**src/rtl/mem_stage_hs.sv**
```systemverilog
// MEM pipeline stage with handshake data bus: waits for data_ok, buffers a response
// when WB stalls, formats loads, and discards responses orphaned by a WB flush.
module mem_stage_hs #(
  parameter int DATA_W   = 32,
  parameter int MAX_OUTS = 2
) (
  input  logic              clk,
  input  logic              reset,
  input  logic              es2ms_valid,
  output logic              ms_allowin,
  input  logic [DATA_W-1:0] es_pc,
  input  logic [DATA_W-1:0] es_alu_result,
  input  logic [6:0]        es_load_op,
  input  logic              es_mem_req,
  input  logic [4:0]        es_dest,
  input  logic              es_gr_we,
  input  logic              es_ex,
  input  logic              data_ok,
  input  logic [DATA_W-1:0] data_rdata,
  input  logic              ws_allowin,
  input  logic              wb_flush,
  output logic              ms2ws_valid,
  output logic [DATA_W-1:0] ms_pc,
  output logic [4:0]        ms_dest,
  output logic              ms_gr_we,
  output logic [DATA_W-1:0] ms_result,
  output logic              ms_ex_out,
  output logic              fwd_we,
  output logic [4:0]        fwd_dest,
  output logic              fwd_ready
);

  localparam int OFF_W = $clog2(DATA_W / 8);
  localparam int CNT_W = $clog2(MAX_OUTS + 1);

  logic              r_ms_valid;
  logic              r_waiting;
  logic              r_buf_valid;
  logic [CNT_W-1:0]  r_cancel_cnt;
  logic [DATA_W-1:0] r_rbuf;
  logic [DATA_W-1:0] r_pc;
  logic [DATA_W-1:0] r_alu_result;
  logic [6:0]        r_load_op;
  logic [4:0]        r_dest;
  logic              r_gr_we;
  logic              r_ex;

  logic              w_cancel_active;
  logic              w_drop;
  logic              w_ok_live;
  logic              w_ready_go;
  logic              w_allowin;
  logic              w_out_valid;
  logic              w_leave;
  logic              w_capture;
  logic              w_to_buf;
  logic [CNT_W:0]    w_cnt_inc;
  logic [CNT_W:0]    w_cnt_sum;
  logic [CNT_W-1:0]  w_cnt_next;
  logic [DATA_W-1:0] w_rd;
  logic [DATA_W-1:0] w_shifted;
  logic signed [7:0]  w_sb;
  logic signed [15:0] w_sh;
  logic signed [31:0] w_sw;
  logic [DATA_W-1:0] w_ld_data;

  // A data_ok seen while cancellations are pending belongs to a flushed request.
  assign w_cancel_active = (r_cancel_cnt != '0);
  assign w_drop          = data_ok & w_cancel_active;
  assign w_ok_live       = data_ok & ~w_cancel_active;

  assign w_ready_go  = ~r_waiting | r_buf_valid | w_ok_live;
  assign w_allowin   = ~r_ms_valid | (w_ready_go & ws_allowin);
  assign w_out_valid = r_ms_valid & w_ready_go;
  assign w_leave     = w_out_valid & ws_allowin;
  assign w_capture   = es2ms_valid & w_allowin & ~wb_flush;
  assign w_to_buf    = r_waiting & ~r_buf_valid & w_ok_live & ~ws_allowin;

  // Flush orphans the response MEM is waiting for and any request EX already issued.
  assign w_cnt_inc = wb_flush ?
                     ((CNT_W+1)'(r_waiting & ~r_buf_valid & ~w_ok_live) +
                      (CNT_W+1)'(es2ms_valid & es_mem_req)) : '0;
  assign w_cnt_sum  = {1'b0, r_cancel_cnt} + w_cnt_inc - (CNT_W+1)'(w_drop);
  assign w_cnt_next = (w_cnt_sum > (CNT_W+1)'(MAX_OUTS)) ? (CNT_W)'(MAX_OUTS)
                                                         : w_cnt_sum[CNT_W-1:0];

  always_ff @(posedge clk or posedge reset) begin
    if (reset) begin
      r_ms_valid   <= 1'b0;
      r_waiting    <= 1'b0;
      r_buf_valid  <= 1'b0;
      r_cancel_cnt <= '0;
    end else begin
      if (wb_flush) begin
        r_ms_valid  <= 1'b0;
        r_waiting   <= 1'b0;
        r_buf_valid <= 1'b0;
      end else if (w_capture) begin
        r_ms_valid  <= 1'b1;
        r_waiting   <= es_mem_req & ~es_ex;
        r_buf_valid <= 1'b0;
      end else if (w_leave) begin
        r_ms_valid  <= 1'b0;
        r_waiting   <= 1'b0;
        r_buf_valid <= 1'b0;
      end else if (w_to_buf) begin
        r_buf_valid <= 1'b1;
      end
      r_cancel_cnt <= w_cnt_next;
    end
  end

  always_ff @(posedge clk or posedge reset) begin
    if (reset) begin
      r_pc         <= '0;
      r_alu_result <= '0;
      r_load_op    <= '0;
      r_dest       <= '0;
      r_gr_we      <= 1'b0;
      r_ex         <= 1'b0;
      r_rbuf       <= '0;
    end else begin
      if (w_capture) begin
        r_pc         <= es_pc;
        r_alu_result <= es_alu_result;
        r_load_op    <= es_load_op;
        r_dest       <= es_dest;
        r_gr_we      <= es_gr_we;
        r_ex         <= es_ex;
      end
      if (w_to_buf && !wb_flush) begin
        r_rbuf <= data_rdata;
      end
    end
  end

  assign w_rd      = r_buf_valid ? r_rbuf : data_rdata;
  assign w_shifted = w_rd >> {r_alu_result[OFF_W-1:0], 3'b000};
  assign w_sb      = w_shifted[7:0];
  assign w_sh      = w_shifted[15:0];
  assign w_sw      = w_shifted[31:0];

  // load_op is one-hot {LWU,LHU,LBU,LD,LW,LH,LB}; LD/LWU only exist on a 64-bit path.
  always_comb begin
    w_ld_data = '0;
    if (r_load_op[0])      w_ld_data = DATA_W'(w_sb);
    else if (r_load_op[1]) w_ld_data = DATA_W'(w_sh);
    else if (r_load_op[2]) w_ld_data = DATA_W'(w_sw);
    else if (r_load_op[3]) w_ld_data = (DATA_W == 64) ? w_rd : '0;
    else if (r_load_op[4]) w_ld_data = DATA_W'(w_shifted[7:0]);
    else if (r_load_op[5]) w_ld_data = DATA_W'(w_shifted[15:0]);
    else if (r_load_op[6]) w_ld_data = (DATA_W == 64) ? DATA_W'(w_shifted[31:0]) : '0;
  end

  assign ms_allowin  = w_allowin;
  assign ms2ws_valid = w_out_valid;
  assign ms_pc       = r_pc;
  assign ms_dest     = r_dest;
  assign ms_ex_out   = r_ms_valid & r_ex;
  assign ms_gr_we    = r_gr_we & r_ms_valid & ~ms_ex_out;
  assign ms_result   = (|r_load_op) ? w_ld_data : r_alu_result;
  assign fwd_we      = r_ms_valid & r_gr_we;
  assign fwd_dest    = r_dest;
  assign fwd_ready   = fwd_we & w_ready_go;

  // Exceeding MAX_OUTS outstanding cancellations means the bus broke its in-flight limit.
  a_cancel_no_overflow: assert property (@(posedge clk) disable iff (reset)
                                         w_cnt_sum <= (CNT_W+1)'(MAX_OUTS));

endmodule
```
**config.mk**
```make
export PLATFORM = sky130hd
export DESIGN_NAME = mem_stage_hs
export DESIGN_NICKNAME = d
export VERILOG_FILES = /design/src/rtl/mem_stage_hs.sv
export SDC_FILE = /design/constraint.sdc
export NUM_CORES = 1
export LEC_CHECK = 0
export ABC_AREA = 0
export CAP_MARGIN = 30
export CORE_MARGIN = 2
export CORE_UTILIZATION = 35
export DETAILED_ROUTE_END_ITERATION = 10
export HOLD_SLACK_MARGIN = 0.05
export SYNTH_ARGS = -nofsm -noshare
export SYNTH_HDL_FRONTEND = slang
export SYNTH_SLANG_ARGS = --single-unit
```
**constraint.sdc**
```tcl
create_clock -name clk -period 5.4 [get_ports clk]
set_input_delay 0.81 -clock clk [delete_from_list [all_inputs] [get_ports clk]]
set_output_delay 0.81 -clock clk [all_outputs]
set_load 0.02 [all_outputs]
```
After elaboration in Yosys (flattened, before gate mapping)

Index checks and enable logic that the tools add are counted.

Add/subtract/negate cells: 3
Magnitude comparators: 1
Shifts and indexed selects: 1
Mux-type cells: 19
Bitwise gates (word level): 31
Reductions and logical operators: 6

Operator list:

| kind                                                                  | count |
|---|---|
| 32-bit 2-to-1 mux                                                     | 5 |
| 16-bit 2-to-1 mux                                                     | 3 |
| 32-bit by 5-bit right shift with 32-bit output                        | 1 |
| 1-bit AND                                                             | 16 |
| 1-bit 2-to-1 mux                                                      | 9 |
| 1-bit inverter                                                        | 8 |
| 7-bit OR reduction                                                    | 1 |
| 1-bit inverter with 3-bit output                                      | 2 |
| 4-bit nonzero test                                                    | 1 |
| 2-bit by 3-bit adder with 3-bit output                                | 1 |
| 3-bit by 1-bit adder with 3-bit output                                | 1 |
| 1-bit by 3-bit AND with 3-bit output                                  | 1 |
| 3-bit AND                                                             | 1 |
| 3-bit by 2-bit > comparator with 1-bit output (second input constant) | 1 |
| 3-bit 2-to-1 mux                                                      | 1 |
| 1-bit OR                                                              | 3 |
| 3-bit nonzero test                                                    | 1 |
| 3-bit by 1-bit subtractor with 3-bit output                           | 1 |
| 2-bit 2-to-1 mux                                                      | 1 |
| 2-bit nonzero test                                                    | 1 |
| 1-bit logical AND                                                     | 1 |
| 1-bit zero test                                                       | 1 |

Register bits after elaboration: 115
Bits of input ports: 117
Output and inout port bits: 80
Logic and storage cells: 72

Depth between registers and ports, before layout

Gate-level depths: netlist of run 1.

Depth after elaboration: 11
Gate-level depth with buffers: 12
Mapped depth without buffers: 11

Worst setup path after synthesis of run 1

No wires, ideal clock.

Path type: input to output
From: in data_rdata[15]
To: out ms_result[16]
Arrival: 2080 ps
Data required time: 4590 ps
Setup slack: 2510 ps
Stages on the path: 4
Path buffers: 0
Cell sequence: mux2_2 a2bb2o_1 o21a_1 a211oi_1

Word-level cells in the longest chain between the ends: 5

RTL lines:

| what                                             | line | source |
|---|---|---|
| start, declared                                  | 19   | `input logic [DATA_W-1:0] data_rdata,` |
| 32-bit 2-to-1 mux *                              | 137  | `assign w_rd = r_buf_valid ? r_rbuf : data_rdata;` |
| 32-bit by 5-bit right shift with 32-bit output * | 138  | `assign w_shifted = w_rd >> {r_alu_result[OFF_W-1:0], 3'b000};` |
| 32-bit 2-to-1 mux                                | 147  | `else if (r_load_op[1]) w_ld_data = DATA_W'(w_sh);` |
| 32-bit 2-to-1 mux *                              | 146  | `if (r_load_op[0]) w_ld_data = DATA_W'(w_sb);` |
| 32-bit 2-to-1 mux *                              | 161  | `assign ms_result = (\|r_load_op) ? w_ld_data : r_alu_result;` |
| end, declared                                    | 26   | `output logic [DATA_W-1:0] ms_result,` |

Mark *: on every way between the ends. The rest lies on a longest branch, timed or not.

Worst setup path after layout of run 1

From: in data_rdata[15]
To: out ms_result[14]

Word-level cells in the longest chain between the ends: 4

RTL lines:

| what                                           | line |
|---|---|
| 32-bit 2-to-1 mux                              | 137 |
| 32-bit by 5-bit right shift with 32-bit output | 138 |
| 32-bit 2-to-1 mux                              | 146 |
| 32-bit 2-to-1 mux                              | 161 |

Every way passes these cells.

==> results.md, run 1 <==
* Status: completed
* WL/cell at 19.1 um
* Via Count at 4,467
* Clock Pin Slew Worst Setup and Hold Paths at roughly 0.05 ns
* Kind of critical path: in -> out
* Port Buffers at 196
* Arr. time, crit path at approximately 3.2 ns
* Core area at about 0.017 mm2
* Finish-stage setup viols at 0
* Switching share of power at 0.296
* LEAKAGE at about 3.5 nW
* Clk buf depth at 2
* First-pass GRT wire length at between 20,000 and 30,000 um
* Critical path peak fanout at 8
* Startpoint Class: input pin
* Worst path required time at about 4.6 ns
* Later-pin clock latency in the skew report at 0.41 ns
* Die W at ~130 um
* Routability Congestion at approximately 0.82
* RSZ-0062 raised after global routing: no
* Main synth FF type: dfrtp_1
* Routed wire length at around 17,000 um
* FFs w/ async S/R, synth at 1.00
* Gate Count Post-Synth at approximately 460
* Final TNS setup at 0 ns
* Switching pwr at between 0.0009 and 0.001 W
* Post-synth EDFFs at 0
* Max-slew headroom at 0.501
* Combinational share of power at 0.311
* Chip height at 134 um
* Die area at about 0.018 mm2
* Actual slew at the worst max-slew pin at 0.749 ns
* Dpl cells at 850
* Final period util at 0.745
* Area share of the leading cell type in the synthesized netlist at 0.488
* Syn avg cell area at around 13 um2
* CP endpoint kind: output pin
* Part of the power in registers at 0.330
* Final hold slack at 0.485 ns
* Post-DP HPWL at 12,600 um
* Netlist Area Pre-Place at ~0.006 mm2
* Area growth syn-to-layout at 47.1%
* Synth area leaders: dfrtp_1 49%, mux2_2 21%, mux2i_1 6.3%, mux4_2 2.7%, mux2_1 2.1%
* Largest net degree at the start of global routing at 63
* Post-synthesis sequential area ratio at 0.488
* Internal power at 0.00237 W
* Cell Rows at 47
* Htree depth at 4
* Clk pwr share at 0.359
* Hold_buf cts at 0
* Hold Path Class: reg -> reg
* Max Cap Viol at 0
* Initial antenna violation count at 0
* Final setup skew at slightly below 0.009 ns
* Most common cell in the synthesized netlist: dfrtp_1
* Vias in the first global route at between 4,000 and 5,000
* Non-Filler Instances at around 900
* TritonRoute pass-1 iters at 4
* Share of layout cells above drive strength 1 at 0.261
* Post CTS Setup Buffer Count at 0
* Commonest cells in the netlist: 115 x dfrtp_1, 108 x mux2_2, 37 x mux2i_1, 27 x nor2_1, 23 x nand2_1
* Ports at 197
* Post-layout min period at around 4.0 ns
* CTS sink cnt at between 100 and 150
* DRC at 0
* Max-slew violation count at 0
* Initial drt markers at 174
* Mapped Nets at 580
* Final count of hold timing violations at 0
* Yosys warnings at 0
* Ant diodes at 0
* NumNets Final at between 700 and 800
* FMAX at approximately 250 MHz
* Library cells used by synthesis at 44
* Initial core utilization at 0.357
* Routed Antenna Nets at 0
* Total GRT Usage at 0.195
* Pre-CTS setup slack at 1.37 ns
* CTS tree: built
* Leading area contributor after synthesis: dfrtp_1
* Vias per cell at a little over 5
* Pwr Density at 388 mW/mm2
* Maximum vdd drop at between 0.00015 and 0.0002 V
* GRT overflow at 0
* CTS resizes at 0
* Clock root cell: clkbuf_16
* Synth Register Bits at between 100 and 150
* Setup slack after layout at between 1 and 1.5 ns
* Inserted Clock Buffers at 17
* Post-layout util at 0.525
logic make-up after synthesis:
kind of cell,after synthesis,share of synthesized area
compound gates,58,0.0808
xor+xnor,1,0.00148
fa+ha+maj,5,0.0119
buf+inv,43,0.0390
flops,115,0.488
mux,163,0.317
simple gates,73,0.0624
flip-flops by register name, summed over array words and instances (netlist names):
signal / count
r_waiting: 1
r_cancel_cnt: 2
r_alu_result: 32
r_ex: 1
r_buf_valid: 1
ms_pc: 32
fwd_dest: 5
r_ms_valid: 1
r_rbuf: 32
r_load_op: 7
r_gr_we: 1
critical path, stage by stage:
cell and delay, ns:
clkdlybuf4s50_1 0.50, mux2_2 0.19, a2bb2o_1 0.36, nor3_2 0.50, a221o_1 0.22, clkdlybuf4s50_1 0.62
layer usage:
| metal | vias to the layer above | GRT usage | wire length [um] |
|---|---|---|---|
| met1 | 2225 | 0.247 | 7220 |
| li1 | 2068 | - | - |
| met5 | - | 0 | 0 |
| met3 | 19 | 0.0627 | 1270 |
| met4 | 0 | 0.0822 | 374 |
| met2 | 155 | 0.309 | 7930 |
final cells by class:
| class | count | area [um2] |
|---|---|---|
| fillers | 1432 | 7850 |
| flip-flops and latches | 115 | 2880 |
| multi-input cells | 300 | 2800 |
| repair buffers | 203 | 2030 |
| clock buffers | 20 | 467 |
| well taps | 220 | 275 |
| clock inverters | 12 | 178 |
| inverters | 12 | 47.5 |
path summary, 6_finish.rpt:
kind,end,from,slack [ns],cells past startpoint
min reg2reg,r_rbuf[29],r_rbuf[29],0.48,1
min in group asynchronous,ms_pc[7],reset,0.71,2
max in group asynchronous,r_ex,reset,3.59,4
max,ms_result[14],data_rdata[15],1.37,6
max reg2reg,r_cancel_cnt[0],r_buf_valid,2.58,11
min,r_rbuf[29],r_rbuf[29],0.48,1
power groups by stage:
stage          Combinational [W]  Clock, W  Sequential, W
4_1_cts                  0.00106   0.00124        0.00111
5_1_grt                  0.00112   0.00127        0.00113
6_report                 0.00105   0.00121        0.00111
2_1_floorplan           0.000539         0        0.00116
3_3_place_gp             0.00103         0        0.00112
3_5_place_dp             0.00105         0        0.00113
layout by cell type (no fill, tap or decap), types with 2 or more instances in the layout:
master / count
o21ai_0: 8
a21oi_1: 3
nor2b_1: 3
clkinv_2: 2
mux2_1: 11
nand2_1: 23
nor3b_2: 2
dfrtp_1: 114
mux2_2: 108
a211oi_1: 9
bufinv_16: 4
a2bb2o_1: 2
clkbuf_8: 3
mux2i_1: 37
buf_4: 6
a221o_1: 8
nor3_1: 3
inv_1: 10
mux4_2: 7
and2_1: 4
o32ai_1: 2
o21ai_2: 2
ha_1: 4
o221a_2: 8
o21a_1: 3
clkdlybuf4s50_1: 196
clkbuf_16: 17
o22ai_1: 7
nor2_1: 27
nand2b_1: 5
clkinvlp_4: 4
through the flow:
stage / total power, W / cell area, um2
3_5_place_dp: 0.00218 / 8040
5_1_grt: 0.00353 / 8680
2_1_floorplan: 0.00170 / 5900
6_report: 0.00337 / 8680
3_3_place_gp: 0.00215 / 8010
4_1_cts: 0.00341 / 8680
Note: power is estimated with default switching activity, not from simulation.
==> run 2, diff against run 1 <==
PLACE_DENSITY = 0.66   (was not set)
clock period = 3.7 ns   (was 5.4 ns; I/O delays follow)
==> run 2 against run 1 <==
  * Final cell count increased by 1.1%
  * Clock skew grew 0.00062 ns
  * Highest routed layer unchanged
  * Hold slack gained 0.015 ns
  * Via count is 0.78% higher
  * Flip-flop and latch count unchanged
  * Worst setup slack lost 1.2 ns
  * Clock power is 42% higher
  * Critical path type is now reg -> out
  * Largest power group unchanged
==> results.md, run 2 (synthesis results as in run 1) <==
* CP endpoint kind: output pin
* Vias in the first global route at 4,984 (+3.0%)
* Inserted Clock Buffers at 17 (unchanged)
* Pwr Density at 559 mW/mm2 (+44%)
* Core area at 0.0165 mm2 (unchanged)
* Post-layout min period at 3.54 ns
* Max-slew headroom at 0.520 (+0.0191)
* Max Cap Viol at 0 (unchanged)
* CTS tree: built
* Commonest cells after routing, fill and taps aside: 196 x clkdlybuf4s50_1, 114 x dfrtp_1, 108 x mux2_2
* Area growth syn-to-layout at 48.0%
* GRT overflow at 0 (unchanged)
* Kind of critical path: reg -> out
* Status: completed
* Final count of hold timing violations at 0 (unchanged)
* FMAX at ~280 MHz
* Final Power at 0.00488 W (+45%)
* Clock Pin Slew Worst Setup and Hold Paths at 0.05 ns (about the same)
* Maximum vdd drop at 0.000374 V (+91%)
* TritonRoute pass-1 iters at 4 (unchanged)
* Chip height at 134 um (unchanged)
* Pre-CTS setup slack at 0.196 ns (-1.17 ns)
* Routed wire length at 16,800 um (+0.22%)
* Vias per cell at 5.05 (-0.35%)
* Total GRT Usage at 0.200 (+0.00476)
* Actual slew at the worst max-slew pin at 0.720 ns (-0.0287 ns)
* Initial antenna violation count at 0 (unchanged)
* Routability Congestion at 0.799 (-2.6%)
* Post-layout util at 0.529 (+0.00326)
* Htree depth at 4 (unchanged)
* Most common cell after layout, fill and taps aside: clkdlybuf4s50_1
* Routed Antenna Nets at 0 (unchanged)
* Clock root cell: clkbuf_16
* Later-pin clock latency in the skew report at 0.41 ns (about the same)
* Critical path peak fanout at 20 (+12)
* First-pass GRT wire length at 27,200 um (+1.4%)
* RSZ-0062 raised after global routing: no
* Cell Rows at 47 (unchanged)
* Die W at 134 um (unchanged)
* Initial drt markers at 155 (-11%)
* Initial core utilization at 0.357 (unchanged)
* Hold Path Class: reg -> reg
* Final TNS setup at 0 ns (unchanged)
* Final setup skew at 0.00930 ns (+0.000619 ns)
* Hold_buf cts at 0 (unchanged)
* Worst path required time at 3.14 ns (-1.45 ns)
* Finish-stage setup viols at 0 (unchanged)
* Via Count at 4,502 (+0.78%)
* Ant diodes at 0 (unchanged)
* CTS sink cnt at 115 (unchanged)
* Final period util at 0.956
* Share of layout cells above drive strength 1 at 0.272 (+0.0110)
* DRC at 0 (unchanged)
* Port Buffers at 196 (unchanged)
* Startpoint Class: flop
* Die area at 0.0179 mm2 (unchanged)
* Ports at 197 (unchanged)
* NumNets Final at 781 (+1.3%)
* Max-slew violation count at 0 (unchanged)
* Final hold slack at 0.500 ns (+0.0149 ns)
* Setup slack after layout at 0.162 ns (-1.21 ns)
* WL/cell at 18.9 um (-0.90%)
* Clk buf depth at 2 (unchanged)
* Post-DP HPWL at 12,800 um (+1.8%)
* Arr. time, crit path at 2.98 ns (-0.24 ns)
* Largest net degree at the start of global routing at 52 (-17%)
* LEAKAGE at 3.55 nW (+1.0%)
-- run 2: changes by cell type in the layout (fill, tap and decap cells not counted), sizes merged --
cell	delta
clkbuf	-2
buf	+10
inv	-1
clkinv	+3
-- run 2: per-layer routing --
metal	vias up	GRT usage	routed length, um
li1	2086	-	-
met1	2219	0.252	7180
met2	173	0.315	7940
met3	24	0.0756	1320
met4	0	0.0727	408
met5	-	0	0
-- run 2: report_power, final --
part           internal [W]  total (W)  switching, W
registers           0.00148    0.00163      0.000157
logic              0.000815    0.00153      0.000718
clock network       0.00112    0.00172      0.000594
total               0.00341    0.00488       0.00147
-- run 2: cell type report --
class	instances	area (um2)
flip-flops and latches	115	2880
clock buffers	18	429
fillers	1438	7790
inverters	12	48.8
clock inverters	14	188
multi-input cells	300	2810
well taps	220	275
repair buffers	213	2100
-- run 2: through the flow --
| stage | std cells | instance area [um2] |
|---|---|---|
| 6_report | 892 | 8730 |
| 5_1_grt | 892 | 8730 |
| 4_1_cts | 892 | 8730 |
| 3_5_place_dp | 860 | 8100 |
| 3_3_place_gp | 860 | 8100 |
| 2_1_floorplan | 458 | 5900 |
-- run 2: final timing paths --
kind / slack [ns] / start / cells after the start / endpoint
setup / recovery: 0.16 / r_buf_valid / 5 / ms_result[16]
hold / removal: 0.50 / r_rbuf[15] / 1 / r_rbuf[15]
setup reg to reg: 1.11 / r_buf_valid / 11 / r_cancel_cnt[0]
hold reg to reg: 0.50 / r_rbuf[15] / 1 / r_rbuf[15]
max in group asynchronous: 2.32 / reset / 3 / r_waiting
min in group asynchronous: 0.58 / reset / 2 / ms_pc[20]
-- run 2: what timing repair did --
action                     4_1_cts  5_1_grt
hold endpoints to repair         0        0
gates resized for setup          2        1
buffers inserted                 0        0
setup endpoints to repair        8       25
-- run 2: worst max-delay path, stage by stage, from the launching register on --
cell             delay (ns)
dfrtp_4                0.62
mux2_2                 0.34
mux2i_1                0.14
o311a_1                0.48
a211oi_1               0.32
clkdlybuf4s50_1        0.67
==> run 3, diff against run 2 <==
CORE_ASPECT_RATIO = 0.75   (was not set)
CTS_BUF_LIST = sky130_fd_sc_hd__clkbuf_8 sky130_fd_sc_hd__clkbuf_16   (was not set)
==> run 3 against run 2 <==
  * Die area about the same
  * Sequential share of layout area up 0.099 points
  * Clock-buffer cell count up 3
  * Global-route usage down 0.59 points
  * Hold slack worse by 0.013 ns
  * Maximum frequency down 0.36%
  * Non-clock buffer count down 1
  * Power down 2.0%
  * Wire length down 0.39%
  * Cell area down 0.39%
  * Register-to-register slack worse by 0.03 ns
  * Critical path depth up 1
  * Critical endpoint is now ms_result[12]
  * Largest cell class unchanged
  * Highest routed layer unchanged
==> results.md, run 3 (synthesis results as in run 1) <==
* LEAKAGE at 3.54 nW (-0.27%)
* Worst path required time at 3.14 ns (about the same)
* Final TNS setup at 0 ns (unchanged)
* TritonRoute pass-1 iters at 4 (unchanged)
* Routed Antenna Nets at 0 (unchanged)
* Initial drt markers at 178 (+15%)
* Actual slew at the worst max-slew pin at 0.781 ns (+0.0608 ns)
* Initial antenna violation count at 2 (+2)
* Status: completed
* Post-layout min period at 3.55 ns (+0.0128 ns)
* CTS resizes at 0 (-2)
* Port Buffers at 196 (unchanged)
* Final period util at 0.960 (+0.00345)
* Vias per cell at 5.11 (+1.2%)
* Routability Congestion at 0.823 (+3.1%)
* NumNets Final at 780 (-0.13%)
* Arr. time, crit path at 3.00 ns (+0.02 ns)
* Final count of hold timing violations at 0 (unchanged)
* Via Count at 4,532 (+0.67%)
* CTS sink cnt at 115 (unchanged)
* Most common cell after layout, fill and taps aside: clkdlybuf4s50_1
* Design area at 0.00870 mm2 (-0.39%)
* DRC at 0 (unchanged)
* Finish-stage setup viols at 0 (unchanged)
* Inserted Clock Buffers at 17 (unchanged)
* Startpoint Class: flop
* Ports at 197 (unchanged)
* Largest net degree at the start of global routing at 60 (+15%)
* Die area at 0.0179 mm2 (about the same)
* Hold depth at 1 (unchanged)
* Max Cap Viol at 0 (unchanged)
* Clock Pin Slew Worst Setup and Hold Paths at 0.05 ns (about the same)
* Hold_buf cts at 0 (unchanged)
* Area growth syn-to-layout at 47.5%
* Routed wire length at 16,800 um (-0.39%)
* CP endpoint kind: output pin
* Die W at 154 um (+15%)
* Post CTS Setup Buffer Count at 0 (unchanged)
* Core area at 0.0167 mm2 (+0.89%)
* Total GRT Usage at 0.194 (-0.00590)
* R2R Setup Slk at 1.08 ns (-0.03 ns)
* Kind of critical path: reg -> out
* FF-to-FF path depth at 11 (unchanged)
* Maximum vdd drop at 0.000337 V (-10%)
* FMAX at 282 MHz (-0.36%)
* Hold Path Class: reg -> reg
* Placed inst area at 0.00810 mm2 (about the same)
* Initial core utilization at 0.354 (-0.00316)
* Commonest cells after routing, fill and taps aside: 196 x clkdlybuf4s50_1, 114 x dfrtp_1, 108 x mux2_2
* GRT overflow at 0 (unchanged)
* Clk buf depth at 2 (unchanged)
* Vias in the first global route at 4,780 (-4.1%)
* Post-layout util at 0.522 (-0.00671)
* Final Power at 0.00479 W (-2.0%)
* RSZ-0062 raised after global routing: yes
* Htree depth at 4 (unchanged)
* Clock root cell: clkbuf_16
* CTS tree: built
* Chip height at 116 um (-13%)
* WL/cell at 18.9 um (+0.17%)
* First-pass GRT wire length at 26,400 um (-3.2%)
* Critical path peak fanout at 23 (+15%)
* Later-pin clock latency in the skew report at 0.41 ns (about the same)
* Max-slew headroom at 0.479 (-0.0405)
* Cell Rows at 41 (-13%)
* Post-DP HPWL at 12,400 um (-3.3%)
* Share of layout cells above drive strength 1 at 0.269 (-0.00366)
* Max-slew violation count at 0 (unchanged)
* Pwr Density at 550 mW/mm2 (-1.6%)
* Final setup skew at 0.00721 ns (-0.00209 ns)
run 3: area by class of cell:
cell class                      instances  area [um2]
Multi-Input combinational cell        300        2800
Clock inverter                         10         109
Inverter                               12        51.3
Antenna cell                            2        5.00
Sequential cell                       115        2880
Timing Repair Buffer                  212        2110
Clock buffer                           21         480
Fill cell                            1408        7970
Tap cell                              215         269
run 3: path summary, 6_finish.rpt:
kind                        startpoint         endpoint
setup / recovery           r_buf_valid    ms_result[12]
hold / removal              r_rbuf[28]       r_rbuf[28]
setup reg to reg           r_buf_valid  r_cancel_cnt[0]
hold reg to reg             r_rbuf[28]       r_rbuf[28]
max in group asynchronous        reset        ms_pc[10]
min in group asynchronous        reset        ms_pc[30]
run 3: power by group:
group / switching (W) / total, W / internal [W]
Clock: 0.000577 / 0.00163 / 0.00105
Combinational: 0.000720 / 0.00154 / 0.000815
Sequential: 0.000145 / 0.00162 / 0.00148
Total: 0.00144 / 0.00479 / 0.00335
run 3: stage by stage:
| step | hold WS (ns) | setup slack [ns] | cells |
|---|---|---|---|
| detailed placement | 0.476 | 0.259 | 854 |
| CTS | 0.488 | 0.102 | 885 |
| global route | 0.507 | -0.0145 | 885 |
| finish | 0.487 | 0.149 | 887 |
| global placement | 0.467 | 0.247 | 854 |
| floorplan | 0.458 | 0.101 | 458 |
run 3: worst max-delay path: stages, from the launching register on:
cell and delay [ns]:
dfrtp_2 0.63, buf_12 0.26, mux2i_1 0.44, mux2_2 0.24, o22ai_1 0.11, a221o_1 0.35
clkdlybuf4s50_1 0.55
run 3: per-layer routing:
metal	global-route usage	wire, um	vias up
met1	0.256	7690	2292
met5	0	0	-
met2	0.309	7850	145
li1	-	-	2083
met4	0.0461	121	0
met3	0.0720	1120	12
